--- src/rtl/apb_timer_nch.sv ---
// apb_timer_nch: N-channel APB down-counting timer with a shared prescaler.
//
// Each channel has a LOAD value, a CTRL register (EN, MODE, MASK) and a raw expiry flag.
// Running channels count down once per prescaler tick; reaching zero and ticking again
// is an expiry that sets the raw flag and reloads the counter (from LOAD in user mode,
// all-ones in free-run mode). intr is the raw flag gated by MASK.
//
// Optional feature: define TIMER_ETB_EN to let the ETB pulse inputs set/clear CTRL.EN
// and to drive tim_etb_trig with a one-cycle registered expiry pulse. Without it the
// ETB inputs are ignored and tim_etb_trig is tied low.
//
// Ports:
//   pclk, preset          clock, synchronous active-high reset
//   psel, penable, pwrite APB control (zero wait states)
//   paddr[7:0]            APB byte address
//   pwdata[31:0]          APB write data
//   prdata[31:0]          APB read data, registered in the setup phase
//   intr[NCH-1:0]         masked per-channel level interrupts
//   etb_trig_en_on        per-channel ETB enable pulse
//   etb_trig_en_off       per-channel ETB disable pulse
//   tim_etb_trig          per-channel one-cycle expiry pulse
module apb_timer_nch #(
  parameter int unsigned NCH   = 2,
  parameter int unsigned CNT_W = 32,
  parameter int unsigned PSC_W = 8
) (
  input  logic             pclk,
  input  logic             preset,
  input  logic             psel,
  input  logic             penable,
  input  logic             pwrite,
  input  logic [7:0]       paddr,
  input  logic [31:0]      pwdata,
  output logic [31:0]      prdata,
  output logic [NCH-1:0]   intr,
  input  logic [NCH-1:0]   etb_trig_en_on,
  input  logic [NCH-1:0]   etb_trig_en_off,
  output logic [NCH-1:0]   tim_etb_trig
);

  typedef enum logic {StIdle, StRun} state_e;

  state_e           state_q [NCH];
  state_e           state_d [NCH];
  logic [CNT_W-1:0] load_q  [NCH];
  logic [CNT_W-1:0] cnt_q   [NCH];
  logic [CNT_W-1:0] cnt_d   [NCH];

  logic [NCH-1:0]   en_q, en_d;
  logic [NCH-1:0]   mode_q, mask_q;
  logic [NCH-1:0]   raw_q, raw_d;
  logic [NCH-1:0]   expire;
  logic [NCH-1:0]   ld_we, ctrl_we, eoi_clr;
  logic [PSC_W-1:0] psc_q, pcnt_q, pcnt_d;
  logic [31:0]      prdata_q, rdata;
  logic             tick;

  // APB decode
  logic       wr_en, rd_en, addr_ok, is_ch, is_glb;
  logic [2:0] ch_sel;
  logic [1:0] reg_sel;

  assign wr_en   = psel & penable & pwrite;
  assign rd_en   = psel & ~penable & ~pwrite;
  assign addr_ok = (paddr[1:0] == 2'b00);
  assign ch_sel  = paddr[6:4];
  assign reg_sel = paddr[3:2];
  assign is_ch   = ~paddr[7] & addr_ok & (32'(ch_sel) < NCH);
  assign is_glb  = (paddr[7:4] == 4'h8) & addr_ok;

  logic unused_pwdata;
  assign unused_pwdata = ^pwdata;

  always_comb begin
    ld_we   = '0;
    ctrl_we = '0;
    eoi_clr = '0;
    for (int unsigned n = 0; n < NCH; n++) begin
      if (is_ch && (32'(ch_sel) == n)) begin
        ld_we[n]   = wr_en & (reg_sel == 2'd0);
        ctrl_we[n] = wr_en & (reg_sel == 2'd2);
        eoi_clr[n] = rd_en & (reg_sel == 2'd3);
      end
    end
    if (rd_en && is_glb && (reg_sel == 2'd1)) begin
      eoi_clr = '1;
    end
  end

  // Read mux; registers narrower than 32 bits are zero-extended.
  always_comb begin
    rdata = '0;
    if (is_ch) begin
      for (int unsigned n = 0; n < NCH; n++) begin
        if (32'(ch_sel) == n) begin
          unique case (reg_sel)
            2'd0: rdata = 32'(load_q[n]);
            2'd1: rdata = 32'(cnt_q[n]);
            2'd2: rdata = {29'b0, mask_q[n], mode_q[n], en_q[n]};
            2'd3: rdata = {31'b0, raw_q[n]};
            default: rdata = '0;
          endcase
        end
      end
    end else if (is_glb) begin
      unique case (reg_sel)
        2'd0: rdata = 32'(intr);
        2'd1: rdata = 32'(raw_q);
        2'd2: rdata = 32'(raw_q);
        2'd3: rdata = 32'(psc_q);
        default: rdata = '0;
      endcase
    end
  end

  // Prescaler only runs while some channel is enabled. >= guards against PSC being
  // lowered below the current count.
  always_comb begin
    tick   = (|en_q) && (pcnt_q >= psc_q);
    pcnt_d = pcnt_q + PSC_W'(1);
    if (!(|en_q) || tick) begin
      pcnt_d = '0;
    end
  end

  // EN next value: ETB disable beats ETB enable beats the APB write.
  always_comb begin
    en_d = en_q;
    for (int unsigned n = 0; n < NCH; n++) begin
      if (ctrl_we[n]) begin
        en_d[n] = pwdata[0];
      end
`ifdef TIMER_ETB_EN
      if (etb_trig_en_on[n]) begin
        en_d[n] = 1'b1;
      end
      if (etb_trig_en_off[n]) begin
        en_d[n] = 1'b0;
      end
`endif
    end
  end

  // Channel FSM: next state
  always_comb begin
    for (int unsigned n = 0; n < NCH; n++) begin
      state_d[n] = state_q[n];
      unique case (state_q[n])
        StIdle:  if (en_q[n])  state_d[n] = StRun;
        StRun:   if (!en_q[n]) state_d[n] = StIdle;
        default: state_d[n] = StIdle;
      endcase
    end
  end

  // Channel FSM: counter and expiry outputs. The load cycle on entering RUN never expires.
  always_comb begin
    for (int unsigned n = 0; n < NCH; n++) begin
      cnt_d[n]  = cnt_q[n];
      expire[n] = 1'b0;
      if (en_q[n]) begin
        if (state_q[n] == StIdle) begin
          cnt_d[n] = load_q[n];
        end else if (tick) begin
          if (cnt_q[n] == '0) begin
            expire[n] = 1'b1;
            cnt_d[n]  = mode_q[n] ? load_q[n] : '1;
          end else begin
            cnt_d[n] = cnt_q[n] - CNT_W'(1);
          end
        end
      end
    end
  end

  // A new expiry wins over a same-cycle EOI clear.
  assign raw_d = expire | (raw_q & ~eoi_clr);
  assign intr  = raw_q & ~mask_q;
  assign prdata = prdata_q;

  // Channel FSM and register state
  always_ff @(posedge pclk) begin
    if (preset) begin
      prdata_q <= '0;
      psc_q    <= '0;
      pcnt_q   <= '0;
      en_q     <= '0;
      mode_q   <= '0;
      mask_q   <= '0;
      raw_q    <= '0;
      for (int unsigned n = 0; n < NCH; n++) begin
        load_q[n]  <= '0;
        cnt_q[n]   <= '0;
        state_q[n] <= StIdle;
      end
    end else begin
      if (rd_en) begin
        prdata_q <= rdata;
      end
      if (wr_en && is_glb && (reg_sel == 2'd3)) begin
        psc_q <= pwdata[PSC_W-1:0];
      end
      pcnt_q <= pcnt_d;
      en_q   <= en_d;
      raw_q  <= raw_d;
      for (int unsigned n = 0; n < NCH; n++) begin
        if (ld_we[n]) begin
          load_q[n] <= pwdata[CNT_W-1:0];
        end
        if (ctrl_we[n]) begin
          mode_q[n] <= pwdata[1];
          mask_q[n] <= pwdata[2];
        end
        cnt_q[n]   <= cnt_d[n];
        state_q[n] <= state_d[n];
      end
    end
  end

`ifdef TIMER_ETB_EN
  logic [NCH-1:0] trig_q;

  always_ff @(posedge pclk) begin
    if (preset) begin
      trig_q <= '0;
    end else begin
      trig_q <= expire;
    end
  end

  assign tim_etb_trig = trig_q;
`else
  logic unused_etb;
  assign unused_etb   = ^{etb_trig_en_on, etb_trig_en_off};
  assign tim_etb_trig = '0;
`endif

endmodule
--- config.mk ---
export PLATFORM = sky130hd
export DESIGN_NAME = apb_timer_nch
export DESIGN_NICKNAME = d
export VERILOG_FILES = /design/src/rtl/apb_timer_nch.sv
export SDC_FILE = /design/constraint.sdc
export NUM_CORES = 1
export LEC_CHECK = 0
export ABC_AREA = 0
export CORE_MARGIN = 3
export CORE_UTILIZATION = 35
export DETAILED_ROUTE_END_ITERATION = 8
export GPL_ROUTABILITY_DRIVEN = 0
export SLEW_MARGIN = 40
export SYNTH_ARGS = -nofsm -noshare
export SYNTH_HDL_FRONTEND = slang
export SYNTH_SLANG_ARGS = --single-unit
--- constraint.sdc ---
create_clock -name pclk -period 12.1 [get_ports pclk]
set_clock_uncertainty 0.05 [all_clocks]
set_input_delay 1.21 -clock pclk [delete_from_list [all_inputs] [get_ports pclk]]
set_output_delay 1.21 -clock pclk [all_outputs]
set_load 0.1 [all_outputs]
==> load_flow_metrics.sql, run 1 <==
INSERT INTO impl_metrics (metric_group, metric, value, unit) VALUES
('grt', 'grt_overflow_total', '0', ''),
('worst_setup_path', 'cpPeakStageDelay', '0.68', 'ns'),
('worst_setup_path', 'crit_end', 'prdata[23]', ''),
('placement', 'placed_area', '11000', 'um^2'),
('yosys', 'synth.yosys.seq_area_share', '43.3', '%'),
('grt', 'met3_usage', '3.57', '%'),
('yosys', 'synth_seq_cells', '186', ''),
('yosys', 'synth_enable_flop_cells', '64', ''),
('worst_setup_path', 'worstPathArrival', '3.99', 'ns'),
('floorplan', 'die_span_x', '176', 'um'),
('power_and_ir_drop', 'clockPowerShare', '43.1', '%'),
('sta', 'timing.final.crit_share', '30.9', '%'),
('worst_setup_path', 'reg2reg_setup_slack', '8.92', 'ns'),
('layout', 'n_antenna_cell', '0', ''),
('run_status', 'status', 'completed', ''),
('layout', 'final_common_cell', 'sky130_fd_sc_hd__nor2_1', ''),
('clocking', 'number_of_hold_buffers_added_after_cts', '0', ''),
('sta', 'fmaxAchievable', '267', 'MHz'),
('power_and_ir_drop', 'static-leakage-power', '0.00399', 'uW'),
('layout', 'area.growth.synth_to_final', '14.8', '%'),
('clocking', 'cts_tree', 'done', ''),
('detailed_routing', 'vias_per_cell', '5.88', ''),
('yosys', 'synth_cell_types', '78', ''),
('worst_setup_path', 'crit_path_cell_trace', 'clkdlybuf4s50_1 -> inv_1 -> ha_4 -> buf_4 -> nor2_1 -> a21oi_1 -> o22ai_1 -> a22oi_1 -> nor2_1', ''),
('power_and_ir_drop', 'seq_power_share', '51.2', '%'),
('clocking', 'post-cts-setup-buffers', '0', ''),
('clocking', 'tritoncts.num_buffers', '17', ''),
('sta', 'timing.final.setup_violations', '0', ''),
('sta', 'worst_pin_slew', '0.826', 'ns'),
('yosys', 'cell_types_with_the_largest_area_share_after_synthesis', 'sky130_fd_sc_hd__dfxtp_1 (24%), sky130_fd_sc_hd__edfxtp_1 (19%), sky130_fd_sc_hd__a21oi_1 (6.2%)', ''),
('worst_setup_path', 'critical_path.reg2reg.startpoint', 'cnt_q[0][18]', ''),
('worst_setup_path', 'start_kind', 'primary input', ''),
('worst_hold_path', 'min_path_type', 'reg -> reg', ''),
('job', 'maxCapViolations', '0', ''),
('detailed_routing', 'remaining_drc_errors', '0', ''),
('clocking', 'cts.htree.levels', '4', ''),
('clocking', 'clock_tree.buffer_depth', '2', ''),
('detailed_routing', 'detailedRoute.firstPassIterationCount', '5', ''),
('placement', 'port_buffers', '78', ''),
('floorplan', 'design.die.area', '30900', 'um^2'),
('sta', 'final.setup.tns', '0', 'ns'),
('detailed_routing', 'ant_nets', '0', ''),
('worst_setup_path', 'worst_ep_required_time', '12.35', 'ns'),
('layout', 'post_layout_nonfiller_instances', '1617', ''),
('detailed_routing', 'detailedRoute.firstIterationViolations', '866', ''),
('worst_setup_path', 'worst_r2r_endpoint', 'cnt_q[0][16]', ''),
('sta', 'worst_hold_slack', '0.407', 'ns'),
('worst_setup_path', 'critical-path-top-cell-by-count', 'sky130_fd_sc_hd__nor2_1', ''),
('detailed_routing', 'vias', '9500', ''),
('sta', 'rsz0062_at_grt', 'no', ''),
('worst_setup_path', 'timing.critical_path.depth', '9', ''),
('floorplan', 'fp.coreArea', '28100', 'um^2'),
('grt', 'grt_pass1_vias', '8589', ''),
('detailed_routing', 'routed_wl', '33600', 'um'),
('clocking', 'path_clk_slew', '0.07', 'ns'),
('floorplan', 'fp-row-count', '61', ''),
('worst_setup_path', 'r2r_cells', '6', ''),
('yosys', 'dominantRegCellSynth', 'sky130_fd_sc_hd__dfxtp_1', ''),
('floorplan', 'top_level_ports', '85', ''),
('clocking', 'clock_sinks', '186', ''),
('power_and_ir_drop', 'power_per_cell_area', '113', 'nW/um^2'),
('layout', 'most-common-layout-cells', 'sky130_fd_sc_hd__nor2_1 (159), sky130_fd_sc_hd__a21oi_1 (124), sky130_fd_sc_hd__dfxtp_1 (122), sky130_fd_sc_hd__nand2_1 (117), sky130_fd_sc_hd__edfxtp_1 (64)', ''),
('yosys', 'mapped_avg_cell_area', '8.37', 'um^2'),
('power_and_ir_drop', 'post-layout-total-power', '1300', 'uW'),
('yosys', 'syn_inst', '1205', ''),
('yosys', 'yosys.area.top_type', 'sky130_fd_sc_hd__dfxtp_1', ''),
('placement', 'dp_cells', '1585', ''),
('sta', 'final_number_of_hold_violating_endpoints', '0', ''),
('sta', 'slew_headroom', '44.5', '%'),
('clocking', 'clock-root-buffer', 'sky130_fd_sc_hd__clkbuf_16', ''),
('worst_setup_path', 'worst-setup-path-type', 'in -> reg', '');
-- final cells by class --
cell class / instances / area [um^2]
well taps: 378 / 473
inverters: 30 / 113
clock inverters: 12 / 129
multi-input cells: 896 / 5310
repair buffers: 95 / 739
clock buffers: 20 / 447
fillers: 2857 / 16500
flip-flops and latches: 186 / 4360
-- per-layer routing --
layer	part of all wire [%]	wire, um	vias up
li1	-	-	4467
met1	45	15300	4565
met2	44	14600	423
met3	8.1	2710	45
met4	3.0	1030	0
met5	0	0	-
-- logic make-up (layout without fill, tap and decap cells) --
family	Yosys count	in the layout	synth area share [%]
other	1	2	0.0372
AO/OA/AOI/OAI	362	362	23.7
buffers and inverters	124	157	4.96
AND/OR/NAND/NOR	492	492	23.7
multiplexers	9	9	0.906
XOR/XNOR	13	13	1.13
flip-flops	186	186	43.3
adder cells (fa/ha/maj)	18	18	2.23
-- stage by stage --
step | utilization (%) | setup WS, ns
floorplan | - | 7.09
global placement | 39.6 | 7.99
detailed placement | 39.1 | 7.94
CTS | 41.2 | 8.40
global route | 41.2 | 8.13
finish | 41.2 | 8.36
-- power groups by stage --
stage          combinational [uW]  clock (uW)  sequential (uW)
2_1_floorplan                37.4           0              678
3_3_place_gp                 73.2           0              681
3_5_place_dp                 73.2           0              680
4_1_cts                      73.6         568              666
5_1_grt                      79.0         593              667
6_report                     74.1         562              667
-- synthesized netlist by cell type, drive strengths merged, types with 9 or more instances --
cell / n
a211oi: 29
a21oi: 124
a22oi: 39
and2: 36
and3: 9
buf: 19
clkbuf: 75
dfxtp: 122
edfxtp: 64
ha: 18
inv: 30
nand2: 117
nand2b: 14
nand3: 25
nand4: 11
nor2: 161
nor3: 41
nor3b: 9
nor4: 26
o21ai: 42
o22ai: 39
o31ai: 15
or4: 14
xor2: 9
-- how the worst min path moves through the flow --
stage / to / cells after the start / start / slack (ns)
finish: prdata[5] / 2 / prdata[5] / 0.41
CTS: prdata[4] / 2 / prdata[4] / 0.41
detailed placement: prdata[4] / 2 / prdata[4] / 0.39
global placement: pcnt_q[0] / 1 / pcnt_q[0] / 0.39
global route: prdata[4] / 2 / prdata[4] / 0.43
floorplan: pcnt_q[0] / 1 / pcnt_q[0] / 0.38
-- worst reg2reg max path: stages (launching register included) --
cell                       delay (ns)
sky130_fd_sc_hd__dfxtp_1         0.38
sky130_fd_sc_hd__or4_1           0.59
sky130_fd_sc_hd__or4_1           0.55
sky130_fd_sc_hd__o41ai_1         0.46
sky130_fd_sc_hd__nand3_2         0.54
sky130_fd_sc_hd__o21ai_0         0.39
sky130_fd_sc_hd__a311oi_1        0.07
-- flip-flops by register name (all words and copies together) (netlist names) --
name	flops
prdata	32
cnt_q	64
mode_q	2
en_q	2
psc_q	8
state_q	2
pcnt_q	8
raw_q	2
load_q	64
mask_q	2
Power figures use the tool's default switching activity.
==> inputs of run 2 (changes only) <==
==> constraint.sdc (replaced) <==
create_clock -name pclk -period 3.7 [get_ports pclk]
set_clock_uncertainty 0.05 [all_clocks]
set_input_delay 0.37 -clock pclk [delete_from_list [all_inputs] [get_ports pclk]]
set_output_delay 0.37 -clock pclk [all_outputs]
set_load 0.1 [all_outputs]
==> run 2 against run 1 <==
  * Sequential power increased to 3.3 times the previous value
  * Setup slack worse by 7.7 ns
  * Worst hold slack worse by 0.063 ns
  * Sequential share of layout area down 0.42 points
  * Critical endpoint is now cnt_q[0][44]
  * Largest power group unchanged
==> load_flow_metrics.sql, run 2 (synthesis results as in run 1) <==
INSERT INTO impl_metrics (metric_group, metric, value, unit) VALUES
('run_status', 'status', 'completed', ''),
('detailed_routing', 'vias', '9586', ''),
('worst_setup_path', 'worstPathArrival', '3.29', 'ns'),
('grt', 'grt_usage', '21.7', '%'),
('layout', 'stdcell_area', '11700', 'um^2'),
('layout', 'n_antenna_cell', '0', ''),
('power_and_ir_drop', 'power.ir.vdd_worst', '400', 'uV'),
('worst_hold_path', 'min_path_type', 'in -> reg', ''),
('detailed_routing', 'detailedRoute.firstPassIterationCount', '8', ''),
('sta', 'slew_viol_final', '0', ''),
('worst_setup_path', 'worst_ep_required_time', '3.96', 'ns'),
('worst_setup_path', 'worst_path_max_delay_cell', 'sky130_fd_sc_hd__o41a_1', ''),
('sta', 'finalWorstPathRequiredPeriod', '3.03', 'ns'),
('power_and_ir_drop', 'static-leakage-power', '0.00408', 'uW'),
('power_and_ir_drop', 'power_per_cell_area', '367', 'nW/um^2'),
('layout', 'final_common_cell', 'sky130_fd_sc_hd__nor2_1', ''),
('clocking', 'tritoncts.num_buffers', '17', ''),
('worst_setup_path', 'crit_path_cell_trace', 'nor4_2 -> nand4_1 -> o41a_1 -> buf_4 -> o31ai_1 -> a311oi_1', ''),
('sta', 'setup_slack', '0.667', 'ns'),
('grt', 'grt_pass1_vias', '8959', ''),
('placement', 'placed_area', '11100', 'um^2'),
('job', 'maxCapViolations', '0', ''),
('layout', 'final_core_utilization', '41.7', '%'),
('grt', 'grt_overflow_total', '0', ''),
('grt', 'grt_antenna_before_repair', '0', ''),
('detailed_routing', 'vias_per_cell', '5.88', ''),
('clocking', 'clock_sinks', '186', ''),
('layout', 'area.growth.synth_to_final', '16.0', '%'),
('worst_setup_path', 'critical_path.n_buffers_inverters', '1', ''),
('sta', 'worst_pin_slew', '0.826', 'ns'),
('placement', 'port_buffers', '78', ''),
('worst_setup_path', 'cpPeakStageDelay', '0.77', 'ns'),
('sta', 'timing.final.setup_violations', '0', ''),
('worst_setup_path', 'critical_path.reg2reg.startpoint', 'cnt_q[0][36]', ''),
('grt', 'wire_length_of_the_first_global_routing_pass', '52300', 'um'),
('floorplan', 'floorplan.die.height', '176', 'um'),
('floorplan', 'die_span_x', '176', 'um'),
('worst_setup_path', 'timing.critical_path.to_type', 'flip-flop', ''),
('detailed_routing', 'ant_nets', '0', ''),
('clocking', 'number_of_hold_buffers_added_after_cts', '0', ''),
('floorplan', 'fp.coreArea', '28100', 'um^2'),
('placement', 'dp_hpwl', '23800', 'um'),
('clocking', 'cts.htree.levels', '4', ''),
('detailed_routing', 'remaining_drc_errors', '0', ''),
('worst_hold_path', 'worst_hold_startpoint', 'preset', ''),
('clocking', 'clk_latency', '0.44', 'ns'),
('clocking', 'clock_tree.buffer_depth', '2', ''),
('worst_setup_path', 'start_kind', 'flip-flop', ''),
('layout', 'most-common-layout-cells', 'sky130_fd_sc_hd__nor2_1 (159), sky130_fd_sc_hd__a21oi_1 (124), sky130_fd_sc_hd__dfxtp_1 (122), sky130_fd_sc_hd__nand2_1 (117), sky130_fd_sc_hd__edfxtp_1 (64)', ''),
('worst_setup_path', 'cp_max_fo', '16', ''),
('clocking', 'path_clk_slew', '0.08', 'ns'),
('layout', 'layout_net_count', '1307', ''),
('detailed_routing', 'routedWlPerCell', '20.8', 'um'),
('worst_setup_path', 'timing.critical_path.from', 'cnt_q[0][36]', ''),
('placement', 'post-place-ws', '0.625', 'ns'),
('clocking', 'cts-resized-gates', '0', ''),
('floorplan', 'design.die.area', '30900', 'um^2'),
('sta', 'rsz0062_at_grt', 'no', ''),
('sta', 'slew_headroom', '44.4', '%'),
('worst_setup_path', 'path_delay_family', 'compound AO/OA/AOI/OAI gates', ''),
('sta', 'timing.final.crit_share', '82.0', '%'),
('floorplan', 'initial_cell_density_of_the_core', '35.9', '%'),
('grt', 'grt_start_max_net_pins', '62', ''),
('sta', 'final_number_of_hold_violating_endpoints', '0', ''),
('worst_setup_path', 'worst-setup-path-type', 'reg -> reg', ''),
('detailed_routing', 'routed_wl', '33900', 'um'),
('clocking', 'post-cts-setup-buffers', '0', ''),
('detailed_routing', 'detailedRoute.firstIterationViolations', '959', ''),
('clocking', 'cts_tree', 'done', ''),
('floorplan', 'fp-row-count', '61', ''),
('clocking', 'clock-root-buffer', 'sky130_fd_sc_hd__clkbuf_16', ''),
('layout', 'fillerInstances', '2886', ''),
('floorplan', 'top_level_ports', '85', ''),
('sta', 'fmaxAchievable', '330', 'MHz'),
('layout', 'drive_above_1_share', '11.1', '%');
-- run 2: cell count changes in the layout (fill, tap and decap cells not counted), sizes merged --
cell and change:
inv +3, clkbuf -1, bufinv -1, buf +14, clkinvlp -1
-- run 2: layout make-up --
| class | instances | area [um^2] | area share, % |
|---|---|---|---|
| flip-flops and latches | 186 | 4360 | 37.3 |
| well taps | 378 | 473 | 4.04 |
| repair buffers | 109 | 876 | 7.49 |
| multi-input cells | 896 | 5290 | 45.2 |
| inverters | 30 | 113 | 0.963 |
| clock buffers | 19 | 464 | 3.97 |
| clock inverters | 13 | 118 | 1.01 |
-- run 2: metrics by stage --
stage               hold WS, ns  TNS, ns  total power [uW]  std cells
CTS                       0.332        0              4300       1630
detailed placement        0.397        0              2470       1598
floorplan                 0.376   -29.91              2340       1206
global route              0.352        0              4410       1631
finish                    0.345        0              4290       1631
global placement          0.394        0              2480       1598
-- run 2: worst paths after layout --
kind / end / slack (ns) / cells past startpoint
max: cnt_q[0][44] / 0.67 / 6
min: prdata[29] / 0.34 / 2
max reg2reg: cnt_q[0][44] / 0.67 / 6
min reg2reg: prdata[5] / 0.41 / 2
-- run 2: routing by layer --
| layer | track usage [%] | up-vias | wire (um) |
|---|---|---|---|
| li1 | - | 4502 | - |
| met1 | 30.1 | 4629 | 15400 |
| met2 | 34.4 | 408 | 15200 |
| met3 | 3.24 | 47 | 2400 |
| met4 | 7.39 | 0 | 936 |
| met5 | 0 | - | 0 |
-- run 2: report_power, final --
part           switching (uW)  internal (uW)  leakage, uW
combinational             165           86.4      0.00220
sequential               35.4           2150      0.00159
clock                     906            951     0.000289
==> inputs of run 3 (changes only) <==
==> constraint.sdc (replaced) <==
create_clock -name pclk -period 2.6 [get_ports pclk]
set_clock_uncertainty 0.05 [all_clocks]
set_input_delay 0.26 -clock pclk [delete_from_list [all_inputs] [get_ports pclk]]
set_output_delay 0.26 -clock pclk [all_outputs]
set_load 0.1 [all_outputs]
==> run 3 against run 2 <==
  * Design area increased by 10%
  * Final cell count increased by 5.9%
  * Wire length increased by 5.8%
  * Maximum frequency up 17%
  * Non-clock buffer count grew 97
  * Global-route usage grew 0.86 points
  * Sequential share of layout area decreased by 3.5 points
  * Clock-buffer cell count increased by 2
  * First-iteration DRC count grew 27%
  * Largest cell class unchanged
==> load_flow_metrics.sql, run 3 (synthesis results as in run 1) <==
INSERT INTO impl_metrics (metric_group, metric, value, unit) VALUES
('run_status', 'status', 'completed', ''),
('power_and_ir_drop', 'cellInternalPower', '4670', 'uW'),
('worst_setup_path', 'crit_path_cell_trace', 'or4_4 -> or4_4 -> buf_6 -> o31a_1 -> buf_6 -> buf_6 -> o21ai_2 -> a21oi_2 -> a2111oi_2', ''),
('clocking', 'cts.htree.levels', '4', ''),
('power_and_ir_drop', 'power.share.combinational', '6.2', '%'),
('clocking', 'clock_sinks', '186', ''),
('worst_setup_path', 'cp_max_fo', '6', ''),
('clocking', 'clock_tree.buffer_depth', '2', ''),
('layout', 'layout_net_count', '1404', ''),
('grt', 'grt_antenna_before_repair', '0', ''),
('detailed_routing', 'ant_nets', '0', ''),
('grt', 'grt_overflow_total', '0', ''),
('power_and_ir_drop', 'power.ir.vdd_worst', '457', 'uV'),
('worst_setup_path', 'timing.critical_path.to_type', 'flip-flop', ''),
('worst_setup_path', 'r2r_cells', '9', ''),
('layout', 'final_common_cell', 'sky130_fd_sc_hd__nor2_1', ''),
('worst_setup_path', 'worst-setup-path-type', 'reg -> reg', ''),
('floorplan', 'fp-row-count', '61', ''),
('sta', 'setup_slack', '0.00121', 'ns'),
('sta', 'rsz0062_at_grt', 'yes', ''),
('layout', 'drive_above_1_share', '19.6', '%'),
('grt', 'grt_pass1_vias', '9253', ''),
('worst_setup_path', 'cpPeakStageDelay', '0.54', 'ns'),
('power_and_ir_drop', 'power.switching', '1480', 'uW'),
('grt', 'grt_use_met1', '32.5', '%'),
('sta', 'timing.final.crit_share', '100', '%'),
('worst_setup_path', 'worst_ep_required_time', '2.90', 'ns'),
('sta', 'worst_pin_slew', '0.648', 'ns'),
('floorplan', 'top_level_ports', '85', ''),
('worst_setup_path', 'worstPathArrival', '2.90', 'ns'),
('sta', 'timing.final.setup_violations', '0', ''),
('sta', 'slew_viol_final', '0', ''),
('detailed_routing', 'remaining_drc_errors', '0', ''),
('clocking', 'clk_latency', '0.45', 'ns'),
('sta', 'final_number_of_hold_violating_endpoints', '0', ''),
('placement', 'post-place-ws', '-0.100', 'ns'),
('floorplan', 'die_span_x', '176', 'um'),
('power_and_ir_drop', 'switching_share', '24.0', '%'),
('floorplan', 'initial_cell_density_of_the_core', '35.9', '%'),
('grt', 'grt_usage', '22.5', '%'),
('floorplan', 'fp.coreArea', '28100', 'um^2'),
('power_and_ir_drop', 'power_per_cell_area', '476', 'nW/um^2'),
('grt', 'grt_start_max_net_pins', '74', ''),
('layout', 'area.growth.synth_to_final', '28.0', '%'),
('worst_setup_path', 'start_kind', 'flip-flop', ''),
('sta', 'finalWorstPathRequiredPeriod', '2.60', 'ns'),
('worst_setup_path', 'worst_r2r_endpoint', 'cnt_q[0][29]', ''),
('power_and_ir_drop', 'clockPowerShare', '43.3', '%'),
('detailed_routing', 'routedWlPerCell', '20.7', 'um'),
('grt', 'met3_usage', '3.76', '%'),
('worst_setup_path', 'reg2reg_setup_slack', '0.001', 'ns'),
('placement', 'dp_hpwl', '25600', 'um'),
('worst_setup_path', 'critical-path-top-cell-by-count', 'sky130_fd_sc_hd__buf_6', ''),
('detailed_routing', 'detailedRoute.firstPassIterationCount', '5', ''),
('placement', 'port_buffers', '78', ''),
('detailed_routing', 'vias', '9973', ''),
('floorplan', 'design.die.area', '30900', 'um^2'),
('grt', 'grt_busiest_layer', 'met2', ''),
('power_and_ir_drop', 'static-leakage-power', '0.00467', 'uW'),
('job', 'maxCapViolations', '0', ''),
('worst_hold_path', 'worst_hold_startpoint', 'pwdata[3]', ''),
('detailed_routing', 'vias_per_cell', '5.77', ''),
('detailed_routing', 'detailedRoute.firstIterationViolations', '1221', ''),
('worst_hold_path', 'whs_endpoint', 'psc_q[3]', ''),
('detailed_routing', 'routed_wl', '35800', 'um'),
('layout', 'n_antenna_cell', '0', ''),
('worst_setup_path', 'critical_path.reg2reg.startpoint', 'cnt_q[0][18]', ''),
('worst_hold_path', 'hold-path-cell-count', '3', ''),
('worst_hold_path', 'min_path_type', 'in -> reg', ''),
('clocking', 'tritoncts.num_buffers', '17', ''),
('clocking', 'clock-root-buffer', 'sky130_fd_sc_hd__clkbuf_16', ''),
('layout', 'final_core_utilization', '45.9', '%'),
('clocking', 'path_clk_slew', '0.07', 'ns'),
('power_and_ir_drop', 'seq_power_share', '50.5', '%'),
('grt', 'met2_usage', '34.5', '%'),
('clocking', 'cts_tree', 'done', ''),
('layout', 'most-common-layout-cells', 'sky130_fd_sc_hd__nor2_1 (157), sky130_fd_sc_hd__buf_4 (138), sky130_fd_sc_hd__dfxtp_1 (121), sky130_fd_sc_hd__a21oi_1 (118), sky130_fd_sc_hd__nand2_1 (115)', ''),
('floorplan', 'floorplan.die.height', '176', 'um'),
('sta', 'fmaxAchievable', '385', 'MHz'),
('worst_setup_path', 'worst_path_max_delay_cell', 'sky130_fd_sc_hd__or4_4', ''),
('grt', 'wire_length_of_the_first_global_routing_pass', '54300', 'um'),
('sta', 'final.setup.tns', '0', 'ns'),
('sta', 'slew_headroom', '56.8', '%');
-- run 3: cell types whose count changed in the layout (fill, tap and decap cells not counted), sizes merged --
cell	change
buf	+95
inv	-11
clkinv	+7
clkbuf	+3
bufinv	+2
dlygate4sd3	+1
-- run 3: worst max path at each step --
stage,start,endpoint,slack [ns],depth (start not counted)
3_5_place_dp,cnt_q[0][18],cnt_q[0][3],-0.10,8
2_1_floorplan,paddr[6],load_q[0][0],-0.05,4
5_1_grt,cnt_q[0][18],cnt_q[0][29],-0.13,9
4_1_cts,cnt_q[0][12],cnt_q[0][5],0.005,8
3_3_place_gp,cnt_q[0][18],cnt_q[0][19],-0.02,6
6_report,cnt_q[0][18],cnt_q[0][29],0.001,9
-- run 3: power groups by stage --
stage	Clock, uW	Sequential, uW	Combinational (uW)
detailed placement	0	3170	369
finish	2660	3110	379
floorplan	0	3150	175
CTS	2690	3100	373
global route	2800	3110	401
global placement	0	3170	367
-- run 3: cell type report --
| class | instances | area [um^2] |
|---|---|---|
| fill | 2781 | 15200 |
| inverter | 30 | 113 |
| multi-input combinational | 896 | 5500 |
| tap | 378 | 473 |
| sequential | 186 | 4370 |
| clock buffer | 21 | 460 |
| timing repair buffer | 206 | 1870 |
| clock inverter | 11 | 123 |
-- run 3: what timing repair did --
| item | CTS | global route |
|---|---|---|
| gates resized for setup | 4 | 58 |
| setup endpoints to repair | 14 | 63 |
| endpoints found under the hold margin | 2 | 0 |
| pin swaps | 3 | 25 |
| hold buffers | 1 | 0 |
| buffers inserted | 1 | 13 |
| gates cloned | 0 | 1 |
-- run 3: metrics by stage --
| step | hold WS [ns] | total power [uW] | cell area (um^2) | instances |
|---|---|---|---|---|
| 6_report | 0.402 | 6150 | 12900 | 1728 |
| 2_1_floorplan | 0.346 | 3330 | 10100 | 1206 |
| 3_5_place_dp | 0.399 | 3540 | 11900 | 1680 |
| 3_3_place_gp | 0.402 | 3540 | 11900 | 1680 |
| 5_1_grt | 0.428 | 6310 | 12900 | 1728 |
| 4_1_cts | 0.391 | 6160 | 12500 | 1714 |
-- run 3: layer usage --
metal / part of all wire [%] / vias up
met5: 0 / -
met4: 2.5 / 0
met3: 7.1 / 59
met2: 45 / 461
met1: 46 / 4759
li1: - / 4694
-- run 3: critical path, delay by kind of cell (launching register included) --
family                 cells  cell delay, ns
AO/OA/AOI/OAI              4            0.70
flip-flops                 1            0.33
AND/OR/NAND/NOR            2            0.99
buffers and inverters      3            0.43
